==> config.mk <==
export PLATFORM = sky130hd
export DESIGN_NAME = fifo_reader_flat
export DESIGN_NICKNAME = d
export VERILOG_FILES = /design/src/rtl/fifo_pkg.sv /design/src/rtl/fifo_reader_if.sv /design/src/rtl/fifo_out_buf.sv /design/src/rtl/fifo_reader.sv /design/src/flat_wrapper.sv
export SDC_FILE = /design/constraint.sdc
export NUM_CORES = 1
export LEC_CHECK = 0
export BUFFER_PORTS_ARGS = -buffer_cell sky130_fd_sc_hd__buf_2
export CORE_UTILIZATION = 45
export CTS_CLUSTER_SIZE = 20
export DETAILED_ROUTE_END_ITERATION = 7
export GPL_ROUTABILITY_DRIVEN = 0
export PLACE_DENSITY = 0.65
export SYNTH_ARGS = -nofsm -noshare
export SYNTH_HDL_FRONTEND = slang
export SYNTH_SLANG_ARGS = --single-unit
==> constraint.sdc <==
create_clock -name clk -period 5.1 [get_ports clk]
set_input_delay 0.51 -clock clk [delete_from_list [all_inputs] [get_ports clk]]
set_output_delay 0.51 -clock clk [all_outputs]
set_load 0.01 [all_outputs]
==> src/rtl/fifo_pkg.sv <==
// Shared defaults and state encoding for the FIFO burst reader.
package fifo_pkg;
  localparam int FIFO_WIDTH_DEF = 16;
  localparam int LEN_W_DEF      = 8;

  typedef enum logic [1:0] {
    IDLE  = 2'd0,
    READ  = 2'd1,
    DRAIN = 2'd2,
    DONE  = 2'd3
  } reader_state_e;
endpackage

==> src/rtl/fifo_reader_if.sv <==
// Burst control, FIFO read port and output stream of the FIFO reader.
interface fifo_reader_if import fifo_pkg::*; #(
  parameter int FIFO_WIDTH = FIFO_WIDTH_DEF,
  parameter int LEN_W      = LEN_W_DEF
) ();
  logic                  start;
  logic [LEN_W-1:0]      burst_len;
  logic                  fifo_empty;
  logic [FIFO_WIDTH-1:0] fifo_data_out;
  logic                  fifo_rd_en;
  logic                  m_valid;
  logic [FIFO_WIDTH-1:0] m_data;
  logic                  m_ready;
  logic                  busy;
  logic                  done;

  // master: the reader itself; slave: control, FIFO and downstream sink
  modport master (
    input  start, burst_len, fifo_empty, fifo_data_out, m_ready,
    output fifo_rd_en, m_valid, m_data, busy, done
  );
  modport slave (
    output start, burst_len, fifo_empty, fifo_data_out, m_ready,
    input  fifo_rd_en, m_valid, m_data, busy, done
  );
endinterface

==> src/rtl/fifo_out_buf.sv <==
// Two-entry in-order output buffer with occupancy count.
module fifo_out_buf import fifo_pkg::*; #(
  parameter int FIFO_WIDTH = FIFO_WIDTH_DEF
) (
  input  logic                  clk,
  input  logic                  rst,
  input  logic                  wr,
  input  logic [FIFO_WIDTH-1:0] din,
  input  logic                  rd,
  output logic [FIFO_WIDTH-1:0] dout,
  output logic [1:0]            occ
);
  logic [FIFO_WIDTH-1:0] mem [2];
  logic                  wp, rp;

  always_ff @(posedge clk or posedge rst) begin
    if (rst) begin
      mem[0] <= '0;
      mem[1] <= '0;
      wp     <= 1'b0;
      rp     <= 1'b0;
      occ    <= 2'd0;
    end else begin
      if (wr) begin
        mem[wp] <= din;
        wp      <= ~wp;
      end
      if (rd) rp <= ~rp;
      occ <= occ + {1'b0, wr} - {1'b0, rd};
    end
  end

  assign dout = mem[rp];
endmodule

==> src/rtl/fifo_reader.sv <==
// Reads a burst of words from a FIFO and streams them out with valid/ready,
// using read credits so the 2-entry output buffer can never overflow.
module fifo_reader import fifo_pkg::*; #(
  parameter int FIFO_WIDTH = FIFO_WIDTH_DEF,
  parameter int LEN_W      = LEN_W_DEF
) (
  input logic           clk,
  input logic           rst,
  fifo_reader_if.master bus
);
  reader_state_e         state, state_nxt;
  logic [LEN_W-1:0]      len, issued;
  logic                  inflight, done_q;
  logic [1:0]            occ;
  logic [FIFO_WIDTH-1:0] buf_dout;
  logic                  rd_en, pop, bypass, cap, buf_rd;
  logic [2:0]            credit;

  // With an empty buffer the in-flight word is presented straight from the
  // FIFO read port, giving the two-cycle first-word latency.
  assign bypass  = (occ == 2'd0) && inflight;
  assign pop     = bus.m_valid && bus.m_ready;
  assign cap     = inflight && !(bypass && pop);
  assign buf_rd  = pop && (occ != 2'd0);
  assign credit  = {1'b0, occ} + {2'b0, inflight} - {2'b0, pop};

  fifo_out_buf #(.FIFO_WIDTH(FIFO_WIDTH)) u_buf (
    .clk  (clk),
    .rst  (rst),
    .wr   (cap),
    .din  (bus.fifo_data_out),
    .rd   (buf_rd),
    .dout (buf_dout),
    .occ  (occ)
  );

  always_comb begin
    state_nxt = state;
    rd_en     = 1'b0;
    case (state)
      IDLE:
        if (bus.start) state_nxt = (bus.burst_len != '0) ? READ : DONE;
      READ: begin
        rd_en = !bus.fifo_empty && (issued < len) && (credit < 3'd2);
        if (rd_en && (issued + LEN_W'(1) == len)) state_nxt = DRAIN;
      end
      DRAIN:
        if (credit == 3'd0) state_nxt = DONE;
      DONE:
        state_nxt = IDLE;
      default:
        state_nxt = IDLE;
    endcase
  end

  always_ff @(posedge clk or posedge rst) begin
    if (rst) begin
      state    <= IDLE;
      len      <= '0;
      issued   <= '0;
      inflight <= 1'b0;
      done_q   <= 1'b0;
    end else begin
      state    <= state_nxt;
      inflight <= rd_en;
      // done is registered off the DONE state: a single clean pulse
      done_q   <= (state == DONE);
      if (state == IDLE && bus.start && bus.burst_len != '0) begin
        len    <= bus.burst_len;
        issued <= '0;
      end else if (rd_en) begin
        issued <= issued + LEN_W'(1);
      end
    end
  end

  assign bus.fifo_rd_en = rd_en;
  assign bus.m_valid    = (occ != 2'd0) || inflight;
  assign bus.m_data     = (occ != 2'd0) ? buf_dout :
                          inflight      ? bus.fifo_data_out : '0;
  assign bus.busy       = (state != IDLE);
  assign bus.done       = done_q;
endmodule

==> src/flat_wrapper.sv <==
// flat-port wrapper written by rule: the top's interface ports become plain ports
module fifo_reader_flat import fifo_pkg::*;
#(
  parameter int FIFO_WIDTH = FIFO_WIDTH_DEF,
  parameter int LEN_W      = LEN_W_DEF
)
  (clk, rst, bus_start, bus_burst_len, bus_fifo_empty, bus_fifo_data_out, bus_m_ready, bus_fifo_rd_en, bus_m_valid, bus_m_data, bus_busy, bus_done);
  fifo_reader_if #(.FIFO_WIDTH(FIFO_WIDTH), .LEN_W(LEN_W)) bus_i ();
  input logic clk;
  input logic rst;
  input wire logic [$bits(bus_i.start)-1:0] bus_start;
  input wire logic [$bits(bus_i.burst_len)-1:0] bus_burst_len;
  input wire logic [$bits(bus_i.fifo_empty)-1:0] bus_fifo_empty;
  input wire logic [$bits(bus_i.fifo_data_out)-1:0] bus_fifo_data_out;
  input wire logic [$bits(bus_i.m_ready)-1:0] bus_m_ready;
  output wire logic [$bits(bus_i.fifo_rd_en)-1:0] bus_fifo_rd_en;
  output wire logic [$bits(bus_i.m_valid)-1:0] bus_m_valid;
  output wire logic [$bits(bus_i.m_data)-1:0] bus_m_data;
  output wire logic [$bits(bus_i.busy)-1:0] bus_busy;
  output wire logic [$bits(bus_i.done)-1:0] bus_done;
  assign bus_i.start = bus_start;
  assign bus_i.burst_len = bus_burst_len;
  assign bus_i.fifo_empty = bus_fifo_empty;
  assign bus_i.fifo_data_out = bus_fifo_data_out;
  assign bus_i.m_ready = bus_m_ready;
  assign bus_fifo_rd_en = bus_i.fifo_rd_en;
  assign bus_m_valid = bus_i.m_valid;
  assign bus_m_data = bus_i.m_data;
  assign bus_busy = bus_i.busy;
  assign bus_done = bus_i.done;
  fifo_reader #(.FIFO_WIDTH(FIFO_WIDTH), .LEN_W(LEN_W)) u_core (.clk(clk), .rst(rst), .bus(bus_i));
endmodule
==> summary.md <==
- **result of the run** finished, final reports clean
- **fraction of layout instances using a drive strength above 1** 0.289
- **Netlist cell types** 45
- **count of buffers added by post-CTS timing repair for setup** 0
- **post-route insts no fill** 449
- **number of flops mapped to enable cells by yosys** 0
- **number of buffers inserted during clock tree synthesis** 5
- **Max H-tree Level** 2
- **starting density of the core** 0.473
- **total number of yosys warnings** 0
- **post-place setup slack** 1.91 ns
- **flip-flop cell with the highest count after synthesis** dfrtp_1
- **IR drop worst, VDD** 0.185 mV
- **maximum number of pins on one net before global-route repair** 57
- **final global-route overflow total** 0
- **critical path, cell by cell** mux2i_1 > ha_1 > inv_1 > fa_1 > xor2_1 > nor3_4 > nand3_4 > inv_1 > buf_2
- **die extent in x** 87.0 um
- **routed len/inst** 14.3 um
- **power density over the cells** 544 nW/um^2
- **Avg Synthesized Cell Area** 10.5 um^2
- **final slew viol count** 0
- **count of nets left with antenna violations after detail routing** 0
- **post-synth net total** 358
- **master cell of the clock root buffer** clkbuf_8
- **Post-route DRC** 0
- **# hold bufs at CTS** 0
- **cell count after placement** 441
- **Worst EP required** 4.59 ns
- **Worst Hold Class** primary input to async pin
- **synthesis-to-finish area growth** 12.0%
- **vertical extent of the die** 87.0 um
- **I/O pin count** 49
- **Inserted Diodes** 0
- **DR vias/cell** 5.36
- **first-pass GRT wire length** 11.4 mm
- **total number of vias** 2,406
- **total of buffers placed on input and output ports** 48
- **GRT Total Usage** 0.192
- **Max Cap Viol** 0
- **worst-case setup margin in the final layout** 1.64 ns
- **fmax** 0.289 GHz
- **count of endpoints failing setup in the final report** 0
- **proportion of synthesized flip-flops having asynchronous set or reset** 1.00
- **library cell appearing most often on the critical path** inv_1
- **clock latency reported for the late side of the worst-skew pair** 0.31 ns
- **CTS tree** built
- **deepest clock path buffer count** 2
- **Lkg Pwr** 1.70 nW
- **post-cts resize count** 0
- **type of the worst setup path** register to output pin
- **clk sink count** 56
- **startpoint type of the worst setup path** register
- **setup tns final** 0 ns
- **vias in the first global route** 2,404
- **transition time at the pin with the least slew margin** 1.11 ns
- **Crit-path slowest cell** dfrtp_1
- **combined area of all synthesized cells** 3250 um^2
- **share of the clock period used by the worst path after layout** 0.678
- **placeable core region** 6870 um^2
- **antenna violations before repair** 0
- **share of synthesized area occupied by flip-flops and latches** 0.431
- **commonest non-fill, non-tap cells in the layout** dfrtp_1, buf_2, mux2_2, o21ai_0, nand3_1
- **critical-path maximum fanout** 21
- **core utilization of the finished layout** 0.530
- **WP buf/inv** 3
- **number of failing hold endpoints at the final stage** 0
- **net count of the finished layout** 399
- **critical path capture point type** output pin
- **first-pass iteration count of the detailed router** 5
- **maximum clock skew at final layout** 0.00851 ns
- **delay contributed by the slowest stage of the critical path** 0.82 ns
- **area enclosed by the die boundary** 7570 um^2
- **cell count after synthesis** 311
- **data arrival time at the worst-slack endpoint** 2.95 ns
- **CP top delay family** flip-flops
- **post-layout minimum cycle time** 3.46 ns
- **number of design-rule violations left by the first detailed-router iteration** 92
- **DP Wirelength** 4.56 mm
- **clock slew at the register clock pins of the worst setup and hold paths** 0.11 ns
- **commonest non-fill, non-tap cell in the layout** dfrtp_1
- **drt total wl** 6.42 mm
- **Rows** 30
- **synthesis-stage register bit count** 56
- **Max-Slew Margin vs Limit** 0.258
- **final total power** 0.00198 W
- **RSZ-0062 raised after global routing** false
-- layer usage --
| layer | vias to the layer above | GRT usage | share of wire |
|---|---|---|---|
| li1 | 1192 | - | - |
| met2 | 30 | 0.331 | 0.51 |
| met1 | 1180 | 0.255 | 0.46 |
| met5 | - | 0 | 0 |
| met4 | 0 | 0.0333 | 0.0058 |
| met3 | 4 | 0.0351 | 0.030 |
-- through the flow --
| stage | hold slack [ns] | instance area (um^2) |
|---|---|---|
| 2_1_floorplan | 0.479 | 3250 |
| 3_3_place_gp | 0.487 | 3550 |
| 3_5_place_dp | 0.494 | 3550 |
| 4_1_cts | 0.400 | 3640 |
| 6_report | 0.373 | 3640 |
| 5_1_grt | 0.415 | 3640 |
-- logic make-up (layout without fill, tap and decap cells) --
logic type | count (synthesis) | after routing | synth area share
AOI/OAI and AO/OA | 56 | 56 | 0.107
xor gates and xnor gates | 15 | 15 | 0.0404
adders and majority gates | 18 | 18 | 0.0716
buffers and inverters | 34 | 76 | 0.0446
DFF | 56 | 56 | 0.431
muxes | 52 | 52 | 0.173
and+or+nand+nor | 80 | 80 | 0.132
-- power breakdown --
part	total (W)	internal [W]	switching, W
logic	0.000933	0.000449	0.000484
clock network	0.000251	0.0000989	0.000152
registers	0.000798	0.000627	0.000171
total	0.00198	0.00118	0.000807
-- synth_stat cells, types with 2 or more instances --
library cell  instances  share of area
nor4_1                2         0.0038
o211ai_1              3         0.0069
inv_1                19          0.022
nand4_1               5         0.0096
o21ai_1               2         0.0031
ha_1                 17          0.065
nor2_1               14          0.016
dfrtp_1              56           0.43
a211o_1               2         0.0054
nor3_1                2         0.0031
clkbuf_1              8         0.0092
mux2_2               34           0.12
a21oi_1               6         0.0092
o31ai_1               2         0.0046
or3_1                 7          0.013
xnor2_1               9          0.024
nand3_1              23          0.035
buf_2                 4         0.0062
xor2_1                6          0.016
a31oi_1               4         0.0077
mux2i_1              18          0.055
o21ai_0              31          0.048
nand2_1              15          0.017
-- flip-flops by register name (all words and copies together), names as in the netlist --
register,count
u_core.bus.done,1
u_core.u_buf.occ,2
u_core.u_buf.mem,32
u_core.u_buf.rp,1
u_core.u_buf.wp,1
u_core.len,8
u_core.state,2
u_core.inflight,1
u_core.issued,8
-- tightest hold or removal path, delay by kind of cell --
kind                   cells  cell delay [ns]
buffers and inverters      3             0.69
-- final timing paths --
check | depth (start not counted) | end | startpoint | slack [ns]
max | 9 | bus_fifo_rd_en | u_core.inflight | 1.64
min | 3 | u_core.u_buf.mem[5] | rst | 0.37
max reg2reg | 10 | u_core.state[0] | u_core.inflight | 1.90
min reg2reg | 1 | u_core.u_buf.mem[30] | u_core.u_buf.mem[30] | 0.51
max in group asynchronous | 3 | u_core.u_buf.wp | rst | 4.23
min in group clk | 3 | u_core.len[7] | bus_burst_len[7] | 0.41
-- area by class of cell --
type | count | area [um^2]
fillers | 630 | 3230
well taps | 96 | 120
repair buffers | 49 | 248
inverters | 19 | 71.3
multi-input cells | 221 | 1710
clock inverters | 3 | 22.5
clock buffers | 5 | 68.8
flip-flops and latches | 56 | 1400
Note: power is estimated with default switching activity, not from simulation.
